--- src/rtl/contador_32_ctrl.sv ---
// Sequencer that drives eight cascaded 4-bit counter stages as one 32-bit counter.
// Build option: define CONTADOR_CTRL_WRAP_STOP_EN to end a RUN command on the first 32-bit wrap.
module contador_32_ctrl #(
    parameter int STAGES = 8,
    parameter int STEP_W = 16
) (
    input  logic                  clk,
    input  logic                  reset,
    input  logic                  cmd_valid,
    output logic                  cmd_ready,
    input  logic [1:0]            cmd_op,
    input  logic [STEP_W-1:0]     cmd_steps,
    input  logic [4*STAGES-1:0]   cmd_data,
    input  logic [4*STAGES-1:0]   stage_q,
    output logic [STAGES-1:0]     stage_enable,
    output logic [2*STAGES-1:0]   stage_mode,
    output logic [4*STAGES-1:0]   stage_d,
    output logic                  stage_reset,
    output logic                  busy,
    output logic                  done,
    output logic                  wrap32,
    output logic [STEP_W-1:0]     steps_left
);

    typedef enum logic [1:0] {
        ST_IDLE = 2'd0,
        ST_LOAD = 2'd1,
        ST_RUN  = 2'd2,
        ST_DONE = 2'd3
    } state_t;

    localparam logic [1:0] OP_UP   = 2'd0;
    localparam logic [1:0] OP_DOWN = 2'd1;
    localparam logic [1:0] OP_UP3  = 2'd2;
    localparam logic [1:0] OP_LOAD = 2'd3;

    state_t                 state_reg, state_next;
    logic [1:0]             op_reg;
    logic [4*STAGES-1:0]    data_reg;
    logic [STEP_W-1:0]      steps_left_reg, steps_left_next;
    logic [2*STAGES-1:0]    mode_reg, mode_next;
    logic                   wrap32_reg;

    logic [STAGES-1:0]      term;
    logic [STAGES-1:0]      en_run;
    logic [STAGES-1:0]      carry;
    logic [2*STAGES-1:0]    accept_mode;

    // Terminal-count detection per stage is derived from the stage Q value only.
    generate
        for (genvar gi = 0; gi < STAGES; gi++) begin : g_stage
            logic [3:0] nib;
            assign nib = stage_q[4*gi +: 4];
            assign term[gi] = (op_reg == OP_DOWN)             ? (nib == 4'h0) :
                              ((op_reg == OP_UP3) && (gi == 0)) ? (nib >= 4'hD) :
                                                                  (nib == 4'hF);
            assign accept_mode[2*gi +: 2] = (cmd_op == OP_DOWN)             ? 2'd1 :
                                            ((cmd_op == OP_UP3) && (gi == 0)) ? 2'd2 :
                                                                                2'd0;
        end
    endgenerate

    // Ripple enable chain: a stage steps only when every lower stage carries out.
    always_comb begin
        en_run = '0;
        carry  = '0;
        for (int k = 0; k < STAGES; k++) begin
            en_run[k] = (k == 0) ? 1'b1 : carry[k-1];
            carry[k]  = en_run[k] & term[k];
        end
    end

    always_comb begin
        state_next      = state_reg;
        steps_left_next = steps_left_reg;
        mode_next       = mode_reg;
        stage_enable    = '0;
        stage_d         = '0;
        cmd_ready       = 1'b0;
        busy            = 1'b1;
        done            = 1'b0;
        case (state_reg)
            ST_IDLE: begin
                cmd_ready = 1'b1;
                busy      = 1'b0;
                if (cmd_valid) begin
                    if (cmd_op == OP_LOAD) begin
                        state_next = ST_LOAD;
                        mode_next  = '1;
                    end else if (cmd_steps == '0) begin
                        state_next      = ST_DONE;
                        steps_left_next = cmd_steps;
                    end else begin
                        state_next      = ST_RUN;
                        steps_left_next = cmd_steps;
                        mode_next       = accept_mode;
                    end
                end
            end
            ST_LOAD: begin
                stage_enable = '1;
                stage_d      = data_reg;
                state_next   = ST_DONE;
            end
            ST_RUN: begin
                stage_enable    = en_run;
                steps_left_next = steps_left_reg - STEP_W'(1);
`ifdef CONTADOR_CTRL_WRAP_STOP_EN
                if ((steps_left_reg == STEP_W'(1)) || carry[STAGES-1]) begin
                    state_next = ST_DONE;
                end
`else
                if (steps_left_reg == STEP_W'(1)) begin
                    state_next = ST_DONE;
                end
`endif
            end
            ST_DONE: begin
                done       = 1'b1;
                state_next = ST_IDLE;
            end
            default: state_next = ST_IDLE;
        endcase
    end

    always_ff @(posedge clk) begin
        if (reset) begin
            state_reg      <= ST_IDLE;
            steps_left_reg <= '0;
            mode_reg       <= '0;
            wrap32_reg     <= 1'b0;
            op_reg         <= OP_UP;
            data_reg       <= '0;
        end else begin
            state_reg      <= state_next;
            steps_left_reg <= steps_left_next;
            mode_reg       <= mode_next;
            wrap32_reg     <= (state_reg == ST_RUN) && carry[STAGES-1];
            if ((state_reg == ST_IDLE) && cmd_valid) begin
                op_reg   <= cmd_op;
                data_reg <= cmd_data;
            end
        end
    end

    assign stage_mode  = mode_reg;
    assign stage_reset = reset;
    assign wrap32      = wrap32_reg;
    assign steps_left  = steps_left_reg;

endmodule
--- config.mk ---
export PLATFORM = sky130hd
export DESIGN_NAME = contador_32_ctrl
export DESIGN_NICKNAME = d
export VERILOG_FILES = /design/src/rtl/contador_32_ctrl.sv
export SDC_FILE = /design/constraint.sdc
export NUM_CORES = 1
export LEC_CHECK = 0
export ABC_CLOCK_PERIOD_IN_PS = 6250
export CORE_ASPECT_RATIO = 2
export CORE_MARGIN = 5
export CORE_UTILIZATION = 44
export DETAILED_ROUTE_END_ITERATION = 8
export GPL_TIMING_DRIVEN = 0
export PLACE_DENSITY = 0.86
export SETUP_SLACK_MARGIN = 0.1
export SLEW_MARGIN = 25
export SYNTH_ARGS = -nofsm -noshare
export SYNTH_HDL_FRONTEND = slang
export SYNTH_SLANG_ARGS = --single-unit
--- constraint.sdc ---
create_clock -name clk -period 6.25 [get_ports clk]
set_clock_uncertainty 0.05 [all_clocks]
set_input_delay 1.5625 -clock clk [delete_from_list [all_inputs] [get_ports clk]]
set_output_delay 1.5625 -clock clk [all_outputs]
set_load 0.01 [all_outputs]
# --- After elaboration in Yosys (flattened, before gate mapping) ---
# Cells that the tools add are included.
totals:
  ff_bits: 69
  inputBits: 85
  output_inout_bits: 77
  wordCells: 79
op_classes:
  add_sub_neg: 1
  magnitude_cmp: 1
  eq_ne: 21
  n_mux: 27
  bitwise: 7
  n_reduce_logical: 16
ops:
  columns: ["operator", "count"]
  rows:
  - ["$mux W16", 4]
  - ["$eq A4 B4 Y1 const B", 8]
  - ["$logic_not A4 Y1", 8]
  - ["$mux W32", 1]
  - ["$pmux W16 S2", 1]
  - ["$eq A16 B1 Y1 const B", 1]
  - ["$logic_not A16 Y1", 1]
  - ["$pmux W8 S2", 1]
  - ["$sub A16 B1 Y16 const B", 1]
  - ["$mux W1", 14]
  - ["$eq A2 B2 Y1 const B", 5]
  - ["$mux W2", 5]
  - ["$ne A2 B2 Y1 const B", 4]
  - ["$pmux W2 S4", 1]
  - ["$and A1 B1 Y1", 7]
  - ["$eq A2 B1 Y1 const B", 3]
  - ["$reduce_and A3 Y1", 2]
  - ["$ge A4 B4 Y1 const B", 1]
  - ["$logic_and A1 B1 Y1", 2]
  - ["$logic_not A2 Y1", 1]
  - ["$reduce_and A2 Y1", 1]
  - ["$reduce_bool A2 Y1", 1]

# --- Logic depth before layout (Yosys ltp) ---
# Gate-level depths: netlist of the first run.
depth:
  depth_word: 11
  depth_mapped: 8
  ltp_nobuf: 6

# --- Worst setup path before layout of the first run ---
# Ideal clock, no wire load.
synth_timing:
  path_type: "input to output"
  start: "in stage_q[16]"
  end: "out stage_enable[6]"
  t_arrival_ps: 2706
  required_ps: 4637
  path_slack_ps: 1931
  stages: 4
  path_buffers: 0
  path_cell_list: "or4_1 mux2i_1 nand2_1 o31ai_1"
synth_between:
  elab_chain_cells: 5
  elab_cells_between_ends: 6
  cone_classes: "eq/ne: 1; mux: 2; bitwise: 2; reduce/logical: 1"
synth_rtl:
  columns: ["element", "line_no", "source"]
  rows:
  - ["start, declared", "14", "input logic [4*STAGES-1:0] stage_q,"]
  - ["$eq A4 B4 Y1 / $logic_not A4 Y1 (equally long branches)", "56, 54", null]
  - ["$mux W1 *", "54", "assign term[gi] = (op_reg == OP_DOWN) ? (nib == 4'h0) :"]
  - ["$and A1 B1 Y1 * (2 in a row)", "69", "carry[k] = en_run[k] & term[k];"]
  - ["$pmux W8 S2 *", "82", "case (state_reg)"]
  - ["end, declared", "15", "output logic [STAGES-1:0] stage_enable,"]
# Mark *: on every way between the ends. The rest lies on a longest branch, timed or not.

# --- Final worst setup path of the first run ---
layout_timing:
  start: "in stage_q[4]"
  end: "out stage_enable[6]"
layout_between:
  elab_chain_cells: 8
  elab_cells_between_ends: 9
  cone_classes: "eq/ne: 1; mux: 2; bitwise: 5; reduce/logical: 1"
layout_rtl:
  columns: ["element", "line_no"]
  rows:
  - ["$eq A4 B4 Y1 / $logic_not A4 Y1 (equally long branches)", "56, 54"]
  - ["$mux W1 *", "54"]
  - ["$and A1 B1 Y1 * (5 in a row)", "69"]
  - ["$pmux W8 S2 *", "82"]
# Marked as above.

==> metrics.log, run 1 <==
[metrics] top cell type by total area after synthesis: dfxtp_1
[metrics] kind of end point of the critical path: primary output
[metrics] CP arrival: ~3.7 ns
[metrics] Antenna Cells: 0
[metrics] wire length reported by the detailed router: ~11000 microns
[metrics] clock tree buffer depth: 2
[metrics] number of global-route vias before repair: 3750
[metrics] Async S/R FF share, synth: 0%
[metrics] Yosys reg bits: 56
[metrics] Avg Cell Area, Syn: around 7.7 sq um
[metrics] DR vias/cell: 5.54
[metrics] antenna violations before repair: 0
[metrics] sort of element at the start of the critical path: input port
[metrics] port buffer count: 160
[metrics] yosys synthesis warning count: 0
[metrics] final number of setup-violating endpoints: 0
[metrics] Congestion Overflow GR: 0
[metrics] Post-Syn Nets: 527
[metrics] worst hold margin: 0.399 ns
[metrics] Worst slew margin: 62.2%
[metrics] maximum fanout along the worst path: 5
[metrics] worst-margin pin slew: around 0.57 ns
[metrics] run status: complete, no violations
[metrics] power per cell area: between 300 and 400 nW/um^2
[metrics] number of antenna-violating nets in the routed design: 0
[metrics] unrepaired setup endpoints after global routing: no
[metrics] TritonRoute pass-1 iters: 4
[metrics] CTS tree: yes
[metrics] worst IR drop on VDD: between 0.3 and 0.4 mV
[metrics] CTS sink cnt: 56
[metrics] die outline height: between 100 and 150 microns
[metrics] CTS hold repair buffers: 0
[metrics] Die ar.: 9510 sq um
[metrics] final slew viol count: 0
[metrics] count of unique library cells instantiated by Yosys: 59
[metrics] cts repair resizes: 0
[metrics] clock-pin slew of the registers on the worst-case setup and hold paths: approximately 0.070 ns
[metrics] buffer cell driving the clock tree root: clkbuf_16
[metrics] type of the worst setup path: in -> out
[metrics] period utilization: 85.0%
[metrics] P_leak: between 1.5 and 2 nW
[metrics] Post-synth EDFFs: 0
[metrics] most frequently used flop master after synthesis: dfxtp_1
[metrics] final design utilization: between 60 and 70%
[metrics] Core Box Area: around 7500 sq um
[metrics] Wirelength per Cell: roughly 16 microns
[metrics] Largest stage delay, worst path: ~0.58 ns
[metrics] number of flip-flops in the largest register: 32
[metrics] count of boundary I/O pins: 162
[metrics] netlist area before placement: around 3300 sq um
[metrics] required time of the worst setup path: roughly 4.6 ns
[metrics] Total Nets Final: roughly 690
[metrics] # H-tree levels: 2
[metrics] area grow syn2layout: 56.3%
[metrics] starting density of the core: between 40 and 50%
[metrics] most frequent CP cell: clkdlybuf4s50_1
[metrics] max_cap viols: 0
[metrics] cell with the largest stage delay on the worst path: clkdlybuf4s50_1
[metrics] largest net degree at the start of global routing: 18
[metrics] main area contributors after synthesis: dfxtp_1 (34%), nand2_1 (9.7%), a21oi_1 (8.1%), and2_1 (6.4%), buf_4 (3.2%)
[metrics] worst hold path type: reg -> reg
[metrics] insertion delay to the later sink of the worst-skew pair: ~0.30 ns
[metrics] wire length of the first global-routing pass: between 15000 and 20000 microns
[metrics] instance area at placement: 5050 sq um
[metrics] share of layout cells above drive strength 1: about 6%
[metrics] area share of the largest cell type after synthesis: between 30% and 40%
[metrics] Fmax: roughly 190 MHz
[metrics] TritonCTS buffer count: 5
[metrics] Final HPWL DP: roughly 8700 microns
[metrics] synthesized netlist cell count: 435
[metrics] postcts setup bufs: 0
[metrics] Rows: 45
[metrics] fill cell total of the finished layout: 642
[metrics] Placer Congestion: between 0.8 and 0.9
[metrics] die outline width: between 70 and 80 microns
[metrics] total global routing track utilization: roughly a quarter
[metrics] via count: around 3900
[metrics] finished layout cell area: between 5000 and 6000 sq um
[metrics] Fin Setup TNS: 0 ns
[metrics] number of DRC violations after detailed routing: 0
[metrics] number of DRC markers in iteration 0: approximately 240
[metrics] Tmin final: about 5.3 ns
[metrics] final count of hold timing violations: 0
[metrics] sequential-to-total area share from yosys stat: ~34%
[metrics] list of cells traversed by the critical path: clkdlybuf4s50_1 > nor4_1 > nand4_1 > a32o_1 > o31ai_1 > clkdlybuf4s50_1
## path summary, 6_finish.rpt
kind | slack (ns) | startpoint | cells past startpoint | to
max reg2reg | 4.03 | state_reg[0] | 8 | steps_left[3]
max | 0.93 | stage_q[4] | 6 | stage_enable[6]
min reg2reg | 0.40 | data_reg[3] | 2 | data_reg[3]
min | 0.40 | data_reg[3] | 2 | data_reg[3]
## power by group
group | switching, mW | total (mW) | internal, mW
Clock | 0.134 | 0.294 | 0.160
Combinational | 0.512 | 0.956 | 0.443
Sequential | 0.0954 | 0.535 | 0.439
Total | 0.742 | 1.78 | 1.04
## kinds of logic (layout without fill, tap and decap cells)
logic type	after synthesis	count (layout)	share of synthesized area, %
AND/OR/NAND/NOR	200	200	33.0
buffers and inverters	51	219	7.44
adder cells (fa/ha/maj)	8	8	2.93
AO/OA/AOI/OAI	114	114	21.1
multiplexers	6	6	1.84
flip-flops	56	56	33.7
## cell usage in the layout, fill, tap and decap left out, types with 3 or more instances in the layout
cell type and count:
nor2b_1 6, nand4_1 12, buf_2 3, mux2i_1 5, o41ai_1 3, nand3_1 5
a32o_1 4, or3_1 3, buf_1 4, nor2_1 10, nand2_1 86, clkbuf_1 20
a211oi_1 3, buf_4 14, and2_1 34, a21oi_1 54, and4_1 6, inv_1 9
ha_1 7, nor4_1 13, or4_1 6, clkbuf_16 5, dfxtp_1 56, o21ai_0 21
clkdlybuf4s50_1 160, a31oi_1 6
## cell usage after synthesis (all sizes together), types with 2 or more instances
| library cell | count |
|---|---|
| or4b | 2 |
| nand4 | 13 |
| and4 | 6 |
| dfxtp | 56 |
| nor2 | 10 |
| a211oi | 3 |
| a221oi | 2 |
| nor4 | 14 |
| nand2 | 86 |
| nand2b | 2 |
| or4 | 6 |
| o22ai | 2 |
| inv | 9 |
| a32o | 4 |
| nor3 | 4 |
| nor2b | 6 |
| and2 | 34 |
| mux2i | 5 |
| nor4b | 2 |
| a31oi | 6 |
| o31ai | 2 |
| o21ai | 22 |
| ha | 7 |
| a21oi | 54 |
| nand3 | 5 |
| o21bai | 2 |
| clkbuf | 20 |
| buf | 21 |
| or2 | 2 |
| a21o | 2 |
| or3 | 3 |
| o221ai | 2 |
| o41ai | 3 |
| nand3b | 2 |
## area by class of cell
class	count	area, sq um	area share, %
Clock buffer	6	139	2.67
Buffer	41	210	4.04
Inverter	10	37.5	0.722
Clock inverter	2	15.0	0.289
Timing Repair Buffer	160	1600	30.8
Sequential cell	56	1120	21.6
Tap cell	94	118	2.26
Multi-Input combinational cell	328	1960	37.7
## critical path: cells and delay by family
family / cells / cell delay [ns]
AND/OR/NAND/NOR: 2 / 0.61
buffers and inverters: 2 / 1.00
AO/OA/AOI/OAI: 2 / 0.53
## stage by stage
stage	std cells	power [mW]	setup slack [ns]
3_3_place_gp	689	1.47	0.963
6_report	697	1.78	0.935
3_5_place_dp	689	1.49	0.925
4_1_cts	697	1.79	0.928
5_1_grt	697	1.92	0.756
2_1_floorplan	435	1.10	1.93
## routing by layer
layer | global-route usage (%) | wire (microns) | vias up
met5 | 0 | 0 | -
met4 | 7.74 | 246 | 0
met3 | 7.53 | 1180 | 25
met2 | 38.1 | 5270 | 206
met1 | 29.3 | 4470 | 1744
li1 | - | - | 1884
Power figures use the tool's default switching activity.
==> run 2: changes to the inputs <==
Settings changed: ABC_AREA set to 1, CORE_UTILIZATION 44 to 45, PLACE_DENSITY 0.86 to 0.87.
==> run 2 against run 1 <==
Sequential share of layout area down 0.31 points. Non-clock buffer count down 3. Cell count is 15% higher. Design area increased by 1.5%. Synthesized cell count rose by 24%. Critical path type unchanged. Hold slack improved by 0.017 ns.
==> metrics.log, run 2 <==
[metrics] run status: complete, no violations
[metrics] largest net degree at the start of global routing: 19 (+1)
[metrics] HP Start: stage_mode[1]
[metrics] port buffer count: 160 (unchanged)
[metrics] netlist area before placement: 3410 sq um (+2.5%)
[metrics] Min-Delay Endpoint: stage_mode[1]
[metrics] Wirelength per Cell: 13.1 microns (-18%)
[metrics] Die ar.: 9530 sq um (+0.21%)
[metrics] Final HPWL DP: 8340 microns (-4.0%)
[metrics] wire length of the first global-routing pass: 16900 microns (-6.9%)
[metrics] Worst slew margin: 63.6% (+1.4 points)
[metrics] sequential-to-total area share from yosys stat: 32.9% (-0.83 points)
[metrics] number of flip-flops in the largest register: 32 (unchanged)
[metrics] Post-synth EDFFs: 0 (unchanged)
[metrics] final number of setup-violating endpoints: 0 (unchanged)
[metrics] Post-Syn Nets: 630 (+20%)
[metrics] number of DRC markers in iteration 0: 258 (+7.9%)
[metrics] total global routing track utilization: 21.6% (-2.0 points)
[metrics] TritonCTS buffer count: 5 (unchanged)
[metrics] highest-count cells in the layout ignoring fill and taps: clkdlybuf4s50_1 (160), nor2_1 (117), nand2_1 (102)
[metrics] final slew viol count: 0 (unchanged)
[metrics] fill cell total of the finished layout: 626 (-2.5%)
[metrics] top cell type by total area after synthesis: dfxtp_1
[metrics] final count of hold timing violations: 0 (unchanged)
[metrics] power per cell area: 387 nW/um^2 (+13%)
[metrics] starting density of the core: 45.6% (+1.1 points)
[metrics] smallest setup slack after layout: 1.26 ns (+0.328 ns)
[metrics] Placer Congestion: 0.959 (+11%)
[metrics] number of antenna-violating nets in the routed design: 0 (unchanged)
[metrics] most frequently used flop master after synthesis: dfxtp_1
[metrics] most frequently used cell type in the post-synthesis netlist: nor2_1
[metrics] Fmax: 200 MHz (+6.6%)
[metrics] clock tree buffer depth: 2 (unchanged)
[metrics] die outline width: 71.6 microns (about the same)
[metrics] Rows: 45 (unchanged)
[metrics] Yosys reg bits: 56 (unchanged)
[metrics] Async S/R FF share, synth: 0% (unchanged)
[metrics] final design utilization: 70.5% (+1.0 points)
[metrics] P_leak: 2.40 nW (+28%)
[metrics] share of layout cells above drive strength 1: 8.92% (+3.0 points)
[metrics] CP arrival: 3.38 ns (-0.32 ns)
[metrics] maximum fanout along the worst path: 3 (-2)
[metrics] Avg Cell Area, Syn: 6.34 sq um (-17%)
[metrics] Core Box Area: 7490 sq um (unchanged)
[metrics] list of most frequent post-synthesis cells: nor2_1 (117), nand2_1 (102), inv_1 (63), dfxtp_1 (56), o21ai_0 (50)
[metrics] max_cap viols: 0 (unchanged)
[metrics] non-filler instance count after layout: 800 (+15%)
[metrics] clock-pin slew of the registers on the worst-case setup and hold paths: 0.07 ns (about the same)
[metrics] critical register-to-register path startpoint: state_reg[0]
[metrics] worst IR drop on VDD: 0.148 mV (-54%)
[metrics] finished layout cell area: 5280 sq um (+1.5%)
[metrics] yosys synthesis warning count: 0 (unchanged)
[metrics] list of cells traversed by the critical path: clkdlybuf4s50_1 > nand2_1 > nor2_1 > nand2_1 > nand2_2 > nand2_2 > nor2_4 > nand4_1 > a21oi_1 > clkdlybuf4s50_1
[metrics] wire length reported by the detailed router: 10500 microns (-5.8%)
[metrics] area grow syn2layout: 54.7%
[metrics] instance area at placement: 5130 sq um (+1.7%)
[metrics] Congestion Overflow GR: 0 (unchanged)
[metrics] via count: 3941 (+2.1%)
[metrics] area share of the largest cell type after synthesis: 32.9% (-0.83 points)
[metrics] number of DRC violations after detailed routing: 0 (unchanged)
[metrics] antenna violations before repair: 0 (unchanged)
[metrics] count of unique library cells instantiated by Yosys: 36 (-39%)
[metrics] CTS tree: yes
[metrics] DR vias/cell: 4.93 (-11%)
[metrics] CTS hold repair buffers: 0 (unchanged)
[metrics] number of global-route vias before repair: 3646 (-2.8%)
[metrics] flop-to-flop setup slack: 4.43 ns (+0.40 ns)
[metrics] synthesized netlist cell count: 538 (+24%)
[metrics] worst-margin pin slew: 0.546 ns (-0.0209 ns)
[metrics] sort of element at the start of the critical path: input port
[metrics] worst hold path type: reg -> reg
[metrics] # H-tree levels: 2 (unchanged)
[metrics] unrepaired setup endpoints after global routing: no
[metrics] type of the worst setup path: in -> out
[metrics] total power: 2.04 mW (+14%)
[metrics] total placed cells including tap cells: 792 (+15%)
[metrics] die outline height: 133 microns (+0.11%)
[metrics] Worst Hold Depth: 2 (unchanged)
[metrics] Tmin final: 4.99 ns (-0.328 ns)
[metrics] Register-to-Register Path Depth: 8 (unchanged)
[metrics] buffer cell driving the clock tree root: clkbuf_16
[metrics] count of boundary I/O pins: 162 (unchanged)
[metrics] main area contributors after synthesis: dfxtp_1 (33%), nor2_1 (13%), nand2_1 (11%), o21ai_0 (7.3%), inv_1 (6.9%)
[metrics] worst hold margin: 0.416 ns (+0.0173 ns)
[metrics] Setup Slack @ Placement: 1.27 ns (+0.345 ns)
[metrics] Fin Setup TNS: 0 ns (unchanged)
[metrics] TritonRoute pass-1 iters: 4 (unchanged)
[metrics] kind of end point of the critical path: primary output
[metrics] Worst path top cell family by delay: buffers and inverters
[metrics] insertion delay to the later sink of the worst-skew pair: 0.29 ns (about the same)
[metrics] postcts setup bufs: 0 (unchanged)
[metrics] Largest stage delay, worst path: 0.57 ns (about the same)
[metrics] r2r endpoint: steps_left[11]
[metrics] most common library cell in the layout ignoring fill and taps: clkdlybuf4s50_1
[metrics] Antenna Cells: 0 (unchanged)
[metrics] Total Nets Final: 797 (+15%)
[metrics] cell with the largest stage delay on the worst path: clkdlybuf4s50_1
[metrics] count of buffer and inverter cells on the critical path: 2 (unchanged)
[metrics] cts repair resizes: 0 (unchanged)
[metrics] CTS sink cnt: 56 (unchanged)
[metrics] required time of the worst setup path: 4.64 ns (about the same)
[metrics] period utilization: 79.8% (-5.2 points)
run 2: cell types whose count changed after synthesis, moves of 13 or more:
cell     change
nor2_1     +107
inv_1       +54
and2_1      -34
a21oi_1     -30
o21ai_0     +29
nand2_1     +16
nor4_1      -13
run 2: tightest hold or removal path: stages, from the launching register on:
cell and delay (ns):
dfxtp_1 0.31, nand2_1 0.06, a21oi_1 0.05
run 2: routing by layer:
metal	global-route usage, %	wire length [microns]
met3	5.74	1060
met1	26.7	4440
met2	35.8	4850
met4	7.22	165
met5	0	0
run 2: how the worst max path moves through the flow:
stage,startpoint,endpoint,depth (start not counted)
5_1_grt,stage_q[6],stage_enable[7],10
2_1_floorplan,stage_q[1],stage_enable[7],7
6_report,stage_q[6],stage_enable[7],10
3_3_place_gp,stage_q[6],stage_enable[7],10
4_1_cts,stage_q[6],stage_enable[7],10
3_5_place_dp,stage_q[6],stage_enable[7],10
run 2: cell families after synthesis:
family | count (synthesis) | synth area share [%]
fa+ha+maj | 7 | 2.57
xor+xnor | 2 | 0.513
buf+inv | 105 | 14.4
flops | 56 | 32.9
compound gates | 101 | 16.4
simple gates | 267 | 33.3
run 2: cell type report:
class	instances	area, sq um	share of cell area, %
tap	94	118	2.23
buffer	38	239	4.53
sequential	56	1120	21.2
multi-input combinational	377	1800	34.1
inverter	67	251	4.77
timing repair buffer	160	1600	30.3
clock buffer	5	125	2.37
clock inverter	3	21.3	0.403
run 2: report_power, final:
part | internal [mW] | leakage [nW] | switching (mW)
Sequential | 0.465 | 0.462 | 0.0865
Clock | 0.150 | 0.0702 | 0.135
Combinational | 0.523 | 1.87 | 0.682
